$ cat config.mk
export PLATFORM = sky130hd
export DESIGN_NAME = dmem_bridge
export DESIGN_NICKNAME = d
export VERILOG_FILES = /design/src/rtl/dmem_bridge_pkg.sv /design/src/rtl/dmem_bridge_timeout.sv /design/src/rtl/dmem_bridge.sv
export SDC_FILE = /design/constraint.sdc
export NUM_CORES = 1
export LEC_CHECK = 0
export BUFFER_PORTS_ARGS = -buffer_cell sky130_fd_sc_hd__buf_2
export CAP_MARGIN = 20
export CORE_AREA = 2 2 99 101
export DETAILED_ROUTE_END_ITERATION = 10
export DIE_AREA = 0 0 101 103
export GPL_TIMING_DRIVEN = 0
export PLACE_DENSITY = 0.91
export REMOVE_ABC_BUFFERS = 1
export SLEW_MARGIN = 30
export SYNTH_ARGS = -nofsm -noshare
export SYNTH_HDL_FRONTEND = slang
export SYNTH_HIERARCHICAL = 1
export SYNTH_SLANG_ARGS = --single-unit
$ cat constraint.sdc
create_clock -name clk -period 4.8 [get_ports clk]
set_input_delay 0.48 -clock clk [delete_from_list [all_inputs] [get_ports clk]]
set_output_delay 0.48 -clock clk [all_outputs]
set_load 0.005 [all_outputs]
$ cat src/rtl/dmem_bridge_pkg.sv
// Shared types and defaults for the data-memory bridge.
// Latency: n/a (types, constants and pure helper functions only).
// Backpressure: n/a.
package dmem_bridge_pkg;

  typedef enum logic [1:0] {
    ST_IDLE = 2'd0,
    ST_REQ  = 2'd1,
    ST_WAIT = 2'd2,
    ST_DONE = 2'd3
  } state_e;

  localparam logic [31:0] ERR_DATA_DEF = 32'hDEADBEEF;
  localparam int          TIMEOUT_DEF  = 64;
  localparam int          WORD_BYTES   = 4;
  localparam int          OFS_BITS     = $clog2(WORD_BYTES);

  // True when the byte address sits on a word boundary.
  function automatic logic is_aligned(input logic [31:0] a);
    return a[OFS_BITS-1:0] == '0;
  endfunction

  // Byte address with the within-word offset bits cleared.
  function automatic logic [31:0] word_addr(input logic [31:0] a);
    return {a[31:OFS_BITS], {OFS_BITS{1'b0}}};
  endfunction

endpackage

$ cat src/rtl/dmem_bridge_timeout.sv
// Saturating cycle counter that flags when an access has used its whole budget.
// Latency: expired_o is combinational from the count and en_i.
// Backpressure: none; the count holds at its last value until cleared.
// Ports: clk/reset, clear_i (restart at 0), en_i (count this cycle),
//        expired_o (high while enabled on the last budgeted cycle).
module timeout_counter #(
  parameter int TIMEOUT = 64
) (
  input  logic clk,
  input  logic reset,
  input  logic clear_i,
  input  logic en_i,
  output logic expired_o
);

  localparam int            CW   = (TIMEOUT > 1) ? $clog2(TIMEOUT) : 1;
  localparam logic [CW-1:0] LAST = CW'(TIMEOUT - 1);

  logic [CW-1:0] cnt_q;

  // Saturate at LAST so a grant taken on the final cycle cannot wrap the
  // count and buy the following read phase a fresh budget.
  always_ff @(posedge clk or negedge reset) begin
    if (!reset) begin
      cnt_q <= '0;
    end else if (clear_i) begin
      cnt_q <= '0;
    end else if (en_i && (cnt_q != LAST)) begin
      cnt_q <= cnt_q + 1'b1;
    end
  end

  assign expired_o = en_i && (cnt_q == LAST);

endmodule

$ cat src/rtl/dmem_bridge.sv
// Bridges the core's single-cycle data-memory request onto a req/gnt/rvalid bus.
// Latency: read stalls 3 cycles, write 2 (gnt in first REQ cycle, rvalid next).
// Backpressure: stall holds the core until DONE; TIMEOUT cycles abort with err.
// Ports: clk, reset (async, active low); core side memread/memwrite/addr/wdata
//        in, readdata/stall/err out; bus side mem_req/mem_we/mem_addr/mem_wdata
//        out (registered), mem_gnt/mem_rvalid/mem_rdata in.
module dmem_bridge
  import dmem_bridge_pkg::*;
#(
  parameter int          TIMEOUT  = TIMEOUT_DEF,
  parameter logic [31:0] ERR_DATA = ERR_DATA_DEF
) (
  input  logic        clk,
  input  logic        reset,
  input  logic        memread,
  input  logic        memwrite,
  input  logic [31:0] addr,
  input  logic [31:0] wdata,
  output logic [31:0] readdata,
  output logic        stall,
  output logic        err,
  output logic        mem_req,
  output logic        mem_we,
  output logic [31:0] mem_addr,
  output logic [31:0] mem_wdata,
  input  logic        mem_gnt,
  input  logic        mem_rvalid,
  input  logic [31:0] mem_rdata
);

  state_e      state_q;
  logic        mem_req_q;
  logic        mem_we_q;
  logic        err_q;
  logic [31:0] mem_addr_q;
  logic [31:0] mem_wdata_q;
  logic [31:0] rdata_q;

  logic access;
  logic start;
  logic bad;
  logic busy;
  logic expired;

  assign access = memread | memwrite;
  assign start  = (state_q == ST_IDLE) && access && is_aligned(addr);
  assign bad    = (state_q == ST_IDLE) && access && !is_aligned(addr);
  assign busy   = (state_q == ST_REQ) || (state_q == ST_WAIT);

  timeout_counter #(
    .TIMEOUT (TIMEOUT)
  ) u_timeout (
    .clk       (clk),
    .reset     (reset),
    .clear_i   (start),
    .en_i      (busy),
    .expired_o (expired)
  );

  always_ff @(posedge clk or negedge reset) begin
    if (!reset) begin
      state_q     <= ST_IDLE;
      mem_req_q   <= 1'b0;
      mem_we_q    <= 1'b0;
      err_q       <= 1'b0;
      mem_addr_q  <= '0;
      mem_wdata_q <= '0;
      rdata_q     <= '0;
    end else begin
      err_q <= 1'b0;
      unique case (state_q)
        ST_IDLE: begin
          if (start) begin
            state_q     <= ST_REQ;
            mem_req_q   <= 1'b1;
            mem_we_q    <= memwrite;  // read+write together is a write
            mem_addr_q  <= word_addr(addr);
            mem_wdata_q <= wdata;
          end
        end
        ST_REQ: begin
          // A grant on the last budgeted cycle still counts as completion.
          if (mem_gnt) begin
            mem_req_q <= 1'b0;
            state_q   <= mem_we_q ? ST_DONE : ST_WAIT;
          end else if (expired) begin
            mem_req_q <= 1'b0;
            err_q     <= 1'b1;
            if (!mem_we_q) rdata_q <= ERR_DATA;
            state_q   <= ST_DONE;
          end
        end
        ST_WAIT: begin
          if (mem_rvalid) begin
            rdata_q <= mem_rdata;
            state_q <= ST_DONE;
          end else if (expired) begin
            err_q   <= 1'b1;
            rdata_q <= ERR_DATA;
            state_q <= ST_DONE;
          end
        end
        ST_DONE: begin
          state_q <= ST_IDLE;
        end
        default: begin
          state_q <= ST_IDLE;
        end
      endcase
    end
  end

  // Combinational terms are gated with reset so every output shows its
  // reset value while reset is held, even if the core keeps requesting.
  assign stall     = reset && (start || busy);
  assign err       = reset && (err_q || bad);
  assign readdata  = (reset && bad && memread && !memwrite) ? ERR_DATA : rdata_q;
  assign mem_req   = mem_req_q;
  assign mem_we    = mem_we_q;
  assign mem_addr  = mem_addr_q;
  assign mem_wdata = mem_wdata_q;

endmodule

==> impl_metrics.py, run 1 <==
metrics = {
    "run_status": {
        "run_status": "finished clean",
    },
    "critical_path": {
        "crit_type": "flop to output port",
        "cp_data_required_time_ns": 4.32,
        "cpMaxStageDelayCell": "dfrtp_1",
        "path_max_fanout": 15,
        "path_common_cell": "buf_4",
        "startpoint_type": "flop",
        "crit_path_cell_trace": "inv_1, ha_1, o21ai_0, nor3_2, buf_4, buf_4, or2_2, buf_2",
        "cpPeakStageDelay_ns": 0.40,
        "cp_data_arrival_time_ns": 2.44,
        "cp-end-kind": "output port",
        "worstRegToRegCells": 9,
    },
    "logic_synthesis": {
        "syn_area_per_cell_um2": 11.7,
        "ys_types": 40,
        "yosysSeqAreaShare_pct": 57.6,
        "ys.warnings.count": 6,
        "synth_ff_type": "dfrtp_1",
        "synth_area_um2": 4560,
        "synth-async-reset-ratio_pct": 100,
        "synth_edf_count": 0,
        "synth-seq-cells": 105,
        "postSynthCellCount": 391,
    },
    "finish": {
        "register_area_um2": 2630,
        "multi_input_area_um2": 1740,
        "layout-drive-gt1-share_pct": 46.7,
        "finalNetCount": 699,
        "nFillCells": 743,
        "antenna_cells": 0,
        "synthToLayoutAreaGrowth_pct": 29.1,
    },
    "global_routing": {
        "grt_start_max_net_pins": 58,
        "grt_pass1_wl_um": 16600,
        "grt.total_usage_pct": 20.3,
        "grt_pass1_vias": 3582,
        "grt-ovfl-total": 0,
        "antenna_found_initial": 0,
    },
    "floorplan": {
        "dieHeight_um": 103,
        "io_pins": 202,
        "num_rows": 36,
        "die_area_um2": 10400,
        "die_x_um": 101,
        "core_um2": 9460,
        "start_util_pct": 48.2,
    },
    "power": {
        "power_frac_seq_pct": 45.5,
        "finalPower_w": 0.00329,
        "p_comb_share_pct": 39.0,
        "p_per_area_nw_per_um2": 559,
        "internal_power_w": 0.00216,
        "power.share.clock_pct": 15.6,
        "peakVddDrop_v": 0.000300,
        "p_leak_nw": 2.82,
        "switching_share_pct": 34.3,
        "p_switching_w": 0.00113,
    },
    "clock_network": {
        "clock_sinks": 105,
        "cts_max_path_buffers": 2,
        "path_clk_slew_ns": 0.10,
        "htree_levels": 3,
        "cts_setup_buffers": 0,
        "clock_latency_ns": 0.36,
        "cts.repair.resized": 0,
        "clock-root-buffer": "clkbuf_8",
        "cts_tree": "built",
        "cts.hold.buffers_added": 0,
        "cts_buffers": 9,
    },
    "timing": {
        "fin_crit_sh_pct": 60.8,
        "worst_slew_pin_slew_ns": 0.818,
        "report.final.slew_viol_count": 0,
        "tns_ns": 0,
        "finalSetupViolations": 0,
        "rsz0062_at_grt": "false",
        "fin_crit_ns": 2.92,
        "worst_clock_skew_ns": 0.00995,
        "timing.fmax_ghz": 0.343,
        "max_slew_margin_pct": 45.3,
        "finalHoldViolations": 0,
        "setup_ws_ns": 1.88,
    },
    "placement": {
        "dp_hpwl_um": 7820,
        "port_buffers": 199,
        "dp_slack_ns": 1.92,
        "place_congestion": 0.749,
    },
    "route": {
        "routed_wl_um": 10400,
        "via_count": 3564,
        "vias_per_cell": 5.01,
        "first_pass_iters": 5,
        "ant_nets": 0,
        "post-route-drc-count": 0,
        "drtIter0Drc": 92,
        "wl_per_cell_um": 14.6,
    },
    "worst_hold_path": {
        "hold_path.class": "input pin to asynchronous set/reset pin",
    },
    "flow_run": {
        "drv_cap": 0,
    },
}
## cells in the final DEF (no fill, tap or decap), types with 2 or more instances in the layout
cell,count
a211oi_1,2
a21oi_1,27
a31oi_1,2
and3_1,2
buf_2,198
buf_4,6
buf_6,7
clkbuf_8,9
clkinvlp_4,2
conb_1,2
dfrtp_1,105
ha_1,5
inv_1,14
inv_6,3
mux2_1,40
mux2_2,23
nand2_1,7
nand2b_1,2
nand3_1,12
nor2_1,64
nor2b_1,2
nor3_1,2
nor3b_1,2
o21a_1,2
o21ai_0,12
o311ai_1,2
or2_2,24
## critical path, delay by kind of cell (launching register included)
kind / cells / cell delay (ns)
buffers and inverters: 4 / 0.72
DFF: 1 / 0.40
AOI/OAI and AO/OA: 1 / 0.16
adders and majority gates: 1 / 0.26
and+or+nand+nor: 2 / 0.52
## cell usage after synthesis, types with 2 or more instances
cell	number	area [µm²]
nor2_1	64	240
and3_1	2	12.5
nor3_1	3	15.0
nor2b_1	2	12.5
buf_2	9	45.0
dfrtp_1	105	2630
a31oi_1	2	12.5
nand2_1	7	26.3
o21ai_0	12	60.1
mux2_1	40	450
clkbuf_1	6	22.5
a211oi_1	2	15.0
or2_2	24	150
buf_6	5	56.3
o21a_1	2	15.0
a21oi_1	27	135
nor3b_1	2	15.0
nand3_1	12	60.1
inv_1	14	52.6
o311ai_1	2	17.5
buf_4	3	22.5
nand2b_1	2	12.5
ha_1	5	62.6
mux2_2	23	259
## layout make-up
| class | instances | share of cell area (%) |
|---|---|---|
| multi-input combinational | 250 | 29.6 |
| tap | 114 | 2.42 |
| timing repair buffer | 212 | 19.4 |
| clock inverter | 6 | 0.850 |
| clock buffer | 10 | 2.17 |
| sequential | 105 | 44.6 |
| inverter | 14 | 0.893 |
## cell families after synthesis
family          share of synthesized area [%]
buf+inv                                  4.36
mux                                      15.6
simple gates                             13.1
other cells                            0.0822
flops                                    57.6
compound gates                           7.87
fa+ha+maj                                1.37
## worst paths after layout
path / end / startpoint / slack (ns)
max: readdata[19] / state_q[0] / 1.88
min: rdata_q[14] / reset / 0.05
max reg2reg: mem_addr[3] / state_q[0] / 2.08
min reg2reg: mem_addr[9] / mem_addr[9] / 0.49
max in group asynchronous: mem_addr[28] / reset / 4.11
min in group clk: mem_addr[7] / addr[7] / 0.32
## metrics by stage
step                instance area (µm²)  cells  hold slack, ns  utilization [%]
floorplan                          4420    369           0.184                -
CTS                                5890    711          0.0427             62.2
global route                       5890    711          0.0714             62.2
finish                             5890    711          0.0482             62.2
detailed placement                 5710    695           0.456             60.3
global placement                   5560    682           0.462             58.7
## registers in the layout, indices dropped and copies added (netlist names)
name	cells
state_q	2
mem_we	1
err_q	1
rdata_q	32
mem_wdata	32
mem_req	1
mem_addr	30
u_timeout/cnt_q	6
## power groups by stage
stage | registers, W | clock network, W | logic, W
2_1_floorplan | 0.00150 | 0 | 0.000668
3_3_place_gp | 0.00148 | 0 | 0.00120
3_5_place_dp | 0.00150 | 0 | 0.00129
4_1_cts | 0.00150 | 0.000531 | 0.00130
5_1_grt | 0.00154 | 0.000561 | 0.00144
6_report | 0.00150 | 0.000511 | 0.00128
## per-layer routing
metal	GRT usage (%)	up-vias	share of wire [%]
met5	0	-	0
met4	8.84	0	1.6
met2	34.6	154	49
met1	24.1	1679	41
li1	-	1720	-
met3	5.97	11	8.4
No activity file was read; power rests on OpenSTA's default activity.
==> inputs of run 2 (changes only) <==
- CORE_AREA: 2 2 99 101 -> 2 2 106 108
- DIE_AREA: 0 0 101 103 -> 0 0 108 110
- PLACE_DENSITY: 0.91 -> 0.85
- clock period: 4.8 -> 2.6 ns (I/O delays scaled with it)
==> impl_metrics.py, run 2 (synthesis results as in run 1) <==
metrics = {
    "critical_path": {
        "cpPeakStageDelay_ns": 0.54,
        "startpoint_type": "input pin",
        "cp_top_family": "buffers and inverters",
        "crit_path_cell_trace": "dlygate4sd3_1, clkbuf_8, nand2_1, nor3_2, buf_4, buf_4, or2_2, buf_2",
        "cpMaxStageDelayCell": "dlygate4sd3_1",
        "cp_data_arrival_time_ns": 2.20,
        "path_common_cell": "buf_4",
        "crit_type": "input pin to output port",
        "cp_data_required_time_ns": 2.34,
        "path_max_fanout": 49,
        "cp-end-kind": "output port",
        "critPathBufInv": 5,
    },
    "global_routing": {
        "grt_start_max_net_pins": 61,
        "antenna_found_initial": 0,
        "grt.total_usage_pct": 17.9,
        "grt_pass1_wl_um": 16700,
        "grt_pass1_vias": 3538,
        "grt-ovfl-total": 0,
    },
    "power": {
        "p_leak_nw": 2.84,
        "p_per_area_nw_per_um2": 1020,
        "peakVddDrop_v": 0.000542,
    },
    "timing": {
        "fin_crit_ns": 2.46,
        "report.final.slew_viol_count": 0,
        "fin_crit_sh_pct": 94.6,
        "hold_ws_ns": 0.108,
        "max_slew_margin_pct": 47.0,
        "rsz0062_at_grt": "false",
        "finalHoldViolations": 0,
        "worst_clock_skew_ns": 0.0142,
        "finalSetupViolations": 0,
        "timing.fmax_ghz": 0.406,
        "setup_ws_ns": 0.140,
        "worst_slew_pin_slew_ns": 0.792,
    },
    "finish": {
        "finalNetCount": 701,
        "fin_area_um2": 5970,
        "final_cell_mix": "buf_2 (198), dfrtp_1 (105), nor2_1 (63), mux2_1 (40), a21oi_1 (27)",
        "multi_input_area_um2": 1770,
        "final_common_cell": "buf_2",
        "layout-drive-gt1-share_pct": 47.1,
        "synthToLayoutAreaGrowth_pct": 31.0,
        "nFillCells": 907,
        "antenna_cells": 0,
        "finalNonFillerCells": 739,
        "register_area_um2": 2630,
    },
    "placement": {
        "dp_hpwl_um": 7740,
        "place_congestion": 0.805,
        "place.detailed.instances": 720,
        "dpl_cell_area_um2": 5720,
        "dp_slack_ns": -0.333,
        "port_buffers": 199,
    },
    "floorplan": {
        "dieHeight_um": 110,
        "num_rows": 38,
        "die_area_um2": 11900,
        "core_um2": 10700,
        "die_x_um": 108,
        "io_pins": 202,
        "start_util_pct": 42.6,
    },
    "route": {
        "routed_wl_um": 10500,
        "via_count": 3634,
        "wl_per_cell_um": 14.2,
        "drtIter0Drc": 223,
        "ant_nets": 0,
        "first_pass_iters": 4,
        "vias_per_cell": 4.92,
        "post-route-drc-count": 0,
    },
    "clock_network": {
        "cts_tree": "built",
        "clock-root-buffer": "clkbuf_8",
        "path_clk_slew_ns": 0.10,
        "htree_levels": 3,
        "cts_buffers": 9,
        "cts_max_path_buffers": 2,
        "clock_latency_ns": 0.36,
        "clock_sinks": 105,
    },
    "worst_hold_path": {
        "hold_path.class": "input pin to flop",
    },
    "run_status": {
        "run_status": "finished clean",
    },
    "flow_run": {
        "drv_cap": 0,
    },
}
-- run 2: timing repair --
| item | in CTS | in global routing |
|---|---|---|
| setup endpoints to repair | 55 | 31 |
| hold buffers | 1 | 0 |
| cloned | 1 | 0 |
| resized for setup | 3 | 3 |
| endpoints found under the hold margin | 45 | 0 |
| pin swaps | 2 | 0 |
| setup buffers | 3 | 0 |
-- run 2: per-stage QoR --
| stage | util (%) | power (W) | TNS [ns] |
|---|---|---|---|
| after floorplan | - | 0.00401 | -71.25 |
| after global placement | 52.2 | 0.00495 | -217.95 |
| after detailed placement | 53.5 | 0.00514 | -6.68 |
| after CTS | 55.8 | 0.00619 | 0 |
| after global routing | 55.8 | 0.00661 | 0 |
| final | 55.8 | 0.00612 | 0 |
-- run 2: path summary, 6_finish.rpt --
| kind | from | to | slack, ns | cells past startpoint |
|---|---|---|---|---|
| max | reset | readdata[0] | 0.14 | 8 |
| min | addr[24] | mem_addr[24] | 0.11 | 2 |
| max reg2reg | state_q[0] | rdata_q[25] | 0.19 | 10 |
| min reg2reg | mem_wdata[17] | mem_wdata[17] | 0.49 | 1 |
| max in group asynchronous | reset | rdata_q[16] | 1.59 | 3 |
| min in group asynchronous | reset | rdata_q[8] | 0.38 | 2 |
-- run 2: layer usage --
layer	GRT usage [%]	vias to the layer above	part of all wire, %
li1	-	1729	-
met1	21.5	1732	42
met2	30.3	157	48
met3	6.17	16	9.0
met4	5.95	0	1.3
met5	0	-	0
-- run 2: power by group --
part	leakage, nW	internal, W	switching, W	total [W]
Sequential	1.21	0.00237	0.000386	0.00275
Combinational	1.53	0.00129	0.00111	0.00239
Clock	0.0919	0.000430	0.000544	0.000974
Total	2.84	0.00408	0.00204	0.00612
-- run 2: cell type report --
class                           instances  area share, %
Sequential cell                       105           44.0
Multi-Input combinational cell        251           29.7
Timing Repair Buffer                  213           19.3
Tap cell                              140           2.93
Clock buffer                           13           2.83
Inverter                               14          0.880
Clock inverter                          3          0.398
==> inputs of run 3 (changes only) <==
- ABC_AREA: unset -> 1
- CORE_AREA: 2 2 106 108 -> 2 2 110 112
- DIE_AREA: 0 0 108 110 -> 0 0 112 114
==> impl_metrics.py, run 3 <==
metrics = {
    "finish": {
        "final_cell_mix": "nand2_1 (330), buf_2 (198), dfrtp_1 (105), inv_1 (88), nand4_1 (35)",
        "antenna_cells": 0,
        "layout-drive-gt1-share_pct": 28.0,
        "utilization_pct": 54.9,
        "nFillCells": 1099,
        "synthToLayoutAreaGrowth_pct": 28.0,
        "finalNetCount": 953,
        "final_common_cell": "nand2_1",
    },
    "flow_run": {
        "drv_cap": 0,
    },
    "floorplan": {
        "num_rows": 40,
        "start_util_pct": 42.9,
        "core_um2": 11700,
        "die_area_um2": 12800,
        "die_x_um": 112,
        "io_pins": 202,
        "dieHeight_um": 114,
    },
    "worst_hold_path": {
        "hp-start": "addr[13]",
        "hold_path.class": "input pin to flop",
    },
    "clock_network": {
        "clock_latency_ns": 0.34,
        "htree_levels": 3,
        "path_clk_slew_ns": 0.07,
        "clock_sinks": 105,
        "clock-root-buffer": "clkbuf_16",
        "cts_buffers": 9,
        "cts_tree": "built",
        "cts_max_path_buffers": 2,
    },
    "global_routing": {
        "grt_pass1_wl_um": 21100,
        "grt-ovfl-total": 0,
        "grt_pass1_vias": 4578,
        "grt.total_usage_pct": 20.3,
        "antenna_found_initial": 0,
        "grt_start_max_net_pins": 68,
    },
    "logic_synthesis": {
        "synth_area_um2": 5020,
        "synth-seq-cells": 105,
        "synth_edf_count": 0,
        "syn_area_per_cell_um2": 7.58,
        "synth-simple-area-share_pct": 34.8,
        "synth_area_leaders": "dfrtp_1 (52%), nand2_1 (25%), inv_1 (6.6%)",
        "synth-compound-area-share_pct": 1.10,
        "synth_xor_area_share_pct": 0,
        "postSynthCellCount": 663,
        "synthAdderAreaFrac_pct": 1.25,
        "synth_top_family_by_area": "simple AND/OR/NAND/NOR gates",
        "synth_area_leader_cell": "dfrtp_1",
        "synth.top_cell.area_share_pct": 52.3,
        "synth.most_common_cell": "nand2_1",
        "ys_types": 24,
        "synth_ff_type": "dfrtp_1",
        "synthTopCellsByCount": "nand2_1 (330), dfrtp_1 (105), inv_1 (88)",
        "yosysSeqAreaShare_pct": 52.3,
        "ys.warnings.count": 6,
        "synth-async-reset-ratio_pct": 100,
        "synthMuxAreaShare_pct": 0,
    },
    "power": {
        "power.share.clock_pct": 19.0,
        "internal_power_w": 0.00432,
        "p_switching_w": 0.00273,
        "p_leak_nw": 3.89,
        "p_per_area_nw_per_um2": 1100,
        "peakVddDrop_v": 0.000526,
        "power_frac_seq_pct": 40.2,
        "p_comb_share_pct": 40.8,
        "finalPower_w": 0.00705,
        "switching_share_pct": 38.7,
    },
    "placement": {
        "port_buffers": 199,
        "place_congestion": 0.802,
        "dp_hpwl_um": 8540,
    },
    "timing": {
        "fin_crit_sh_pct": 93.1,
        "finalSetupViolations": 0,
        "rsz0062_at_grt": "false",
        "report.final.slew_viol_count": 0,
        "worst_clock_skew_ns": 0.00699,
        "max_slew_margin_pct": 39.5,
        "fin_crit_ns": 2.42,
        "worst_slew_pin_slew_ns": 0.904,
        "timing.fmax_ghz": 0.413,
        "finalHoldViolations": 0,
    },
    "route": {
        "drt-met1-wl_um": 5490,
        "via_count": 4752,
        "vias_per_cell": 4.76,
        "wl_met3_um": 1120,
        "ant_nets": 0,
        "wl_per_cell_um": 12.8,
        "met2_length_um": 5960,
        "routed_wl_um": 12800,
        "post-route-drc-count": 0,
        "route.top_layer_used": "met4",
        "first_pass_iters": 5,
        "drtIter0Drc": 479,
    },
    "critical_path": {
        "crit_path_cell_trace": "dlygate4sd3_1, buf_8, nand3_1, nor2_4, inv_2, nand2_1, buf_2",
        "crit_type": "input pin to output port",
        "path_max_fanout": 56,
        "cpPeakStageDelay_ns": 0.57,
        "crit-reg2reg-launch": "state_q[1]",
        "crit_path_start": "reset",
        "cp-end-kind": "output port",
        "cp_data_required_time_ns": 2.34,
        "cp_data_arrival_time_ns": 2.16,
        "startpoint_type": "input pin",
        "cpMaxStageDelayCell": "dlygate4sd3_1",
    },
    "run_status": {
        "run_status": "finished clean",
    },
}
[run 3: cell count changes in the layout (fill, tap and decap cells not counted), moves of 25 or more]
cell / change
inv_1: +74
nand4_1: +34
a21oi_1: -25
nand2_1: +323
nor2_1: -34
mux2_1: -40
[run 3: layout make-up]
type | instances | area, µm² | share of cell area, %
flip-flops and latches | 105 | 2630 | 40.9
multi-input cells | 436 | 1910 | 29.7
repair buffers | 201 | 1040 | 16.2
inverters | 93 | 362 | 5.63
clock buffers | 12 | 267 | 4.15
well taps | 147 | 184 | 2.86
clock inverters | 4 | 33.8 | 0.526
[run 3: kinds of logic (layout without fill, tap and decap cells)]
kind of cell             after synthesis  after routing
AND/OR/NAND/NOR                      419            420
adder cells (fa/ha/maj)                5              5
flip-flops                           105            105
buffers and inverters                124            310
AO/OA/AOI/OAI                          9              9
other                                  1              2
[run 3: metal layers]
metal / global-route usage [%] / vias up
li1: - / 2354
met4: 7.15 / 0
met2: 33.7 / 219
met5: 0 / -
met3: 5.05 / 16
met1: 26.0 / 2163
[run 3: worst paths after layout]
check | to | slack (ns) | cells past startpoint
worst max-delay path | readdata[15] | 0.18 | 7
worst min-delay path | mem_addr[13] | 0.11 | 3
worst max register to register | rdata_q[6] | 0.23 | 9
worst min register to register | mem_addr[16] | 0.47 | 2
max in group asynchronous | mem_wdata[13] | 1.56 | 3
min in group asynchronous | mem_wdata[22] | 0.44 | 2
[run 3: metrics by stage]
step	setup TNS [ns]	setup WS (ns)	instances	cell area [µm²]	hold slack [ns]
after floorplan	-2.10	-0.392	633	4850	-0.0356
after global placement	-107.42	-1.57	979	6030	0.453
after detailed placement	-11.87	-0.463	980	6080	0.261
after CTS	0	0.0169	998	6420	0.101
after global routing	0	0.00126	998	6430	0.0928
final	0	0.179	998	6430	0.110
[run 3: power groups by stage]
stage / registers [W] / clock network (W) / logic [W]
2_1_floorplan: 0.00284 / 0 / 0.00154
3_3_place_gp: 0.00282 / 0 / 0.00273
3_5_place_dp: 0.00282 / 0 / 0.00286
4_1_cts: 0.00283 / 0.00137 / 0.00289
5_1_grt: 0.00293 / 0.00145 / 0.00327
6_report: 0.00283 / 0.00134 / 0.00287
[run 3: critical path, delay by kind of cell]
kind / cells / cell delay [ns]
AND/OR/NAND/NOR: 3 / 0.59
buffers and inverters: 4 / 1.30
[run 3: what timing repair did]
action	CTS	global route
hold buffers	1	0
gates cloned	1	0
endpoints found under the setup margin	101	37
gates resized for setup	4	4
setup buffers	0	0
hold endpoints to repair	53	0
pin swaps	1	1
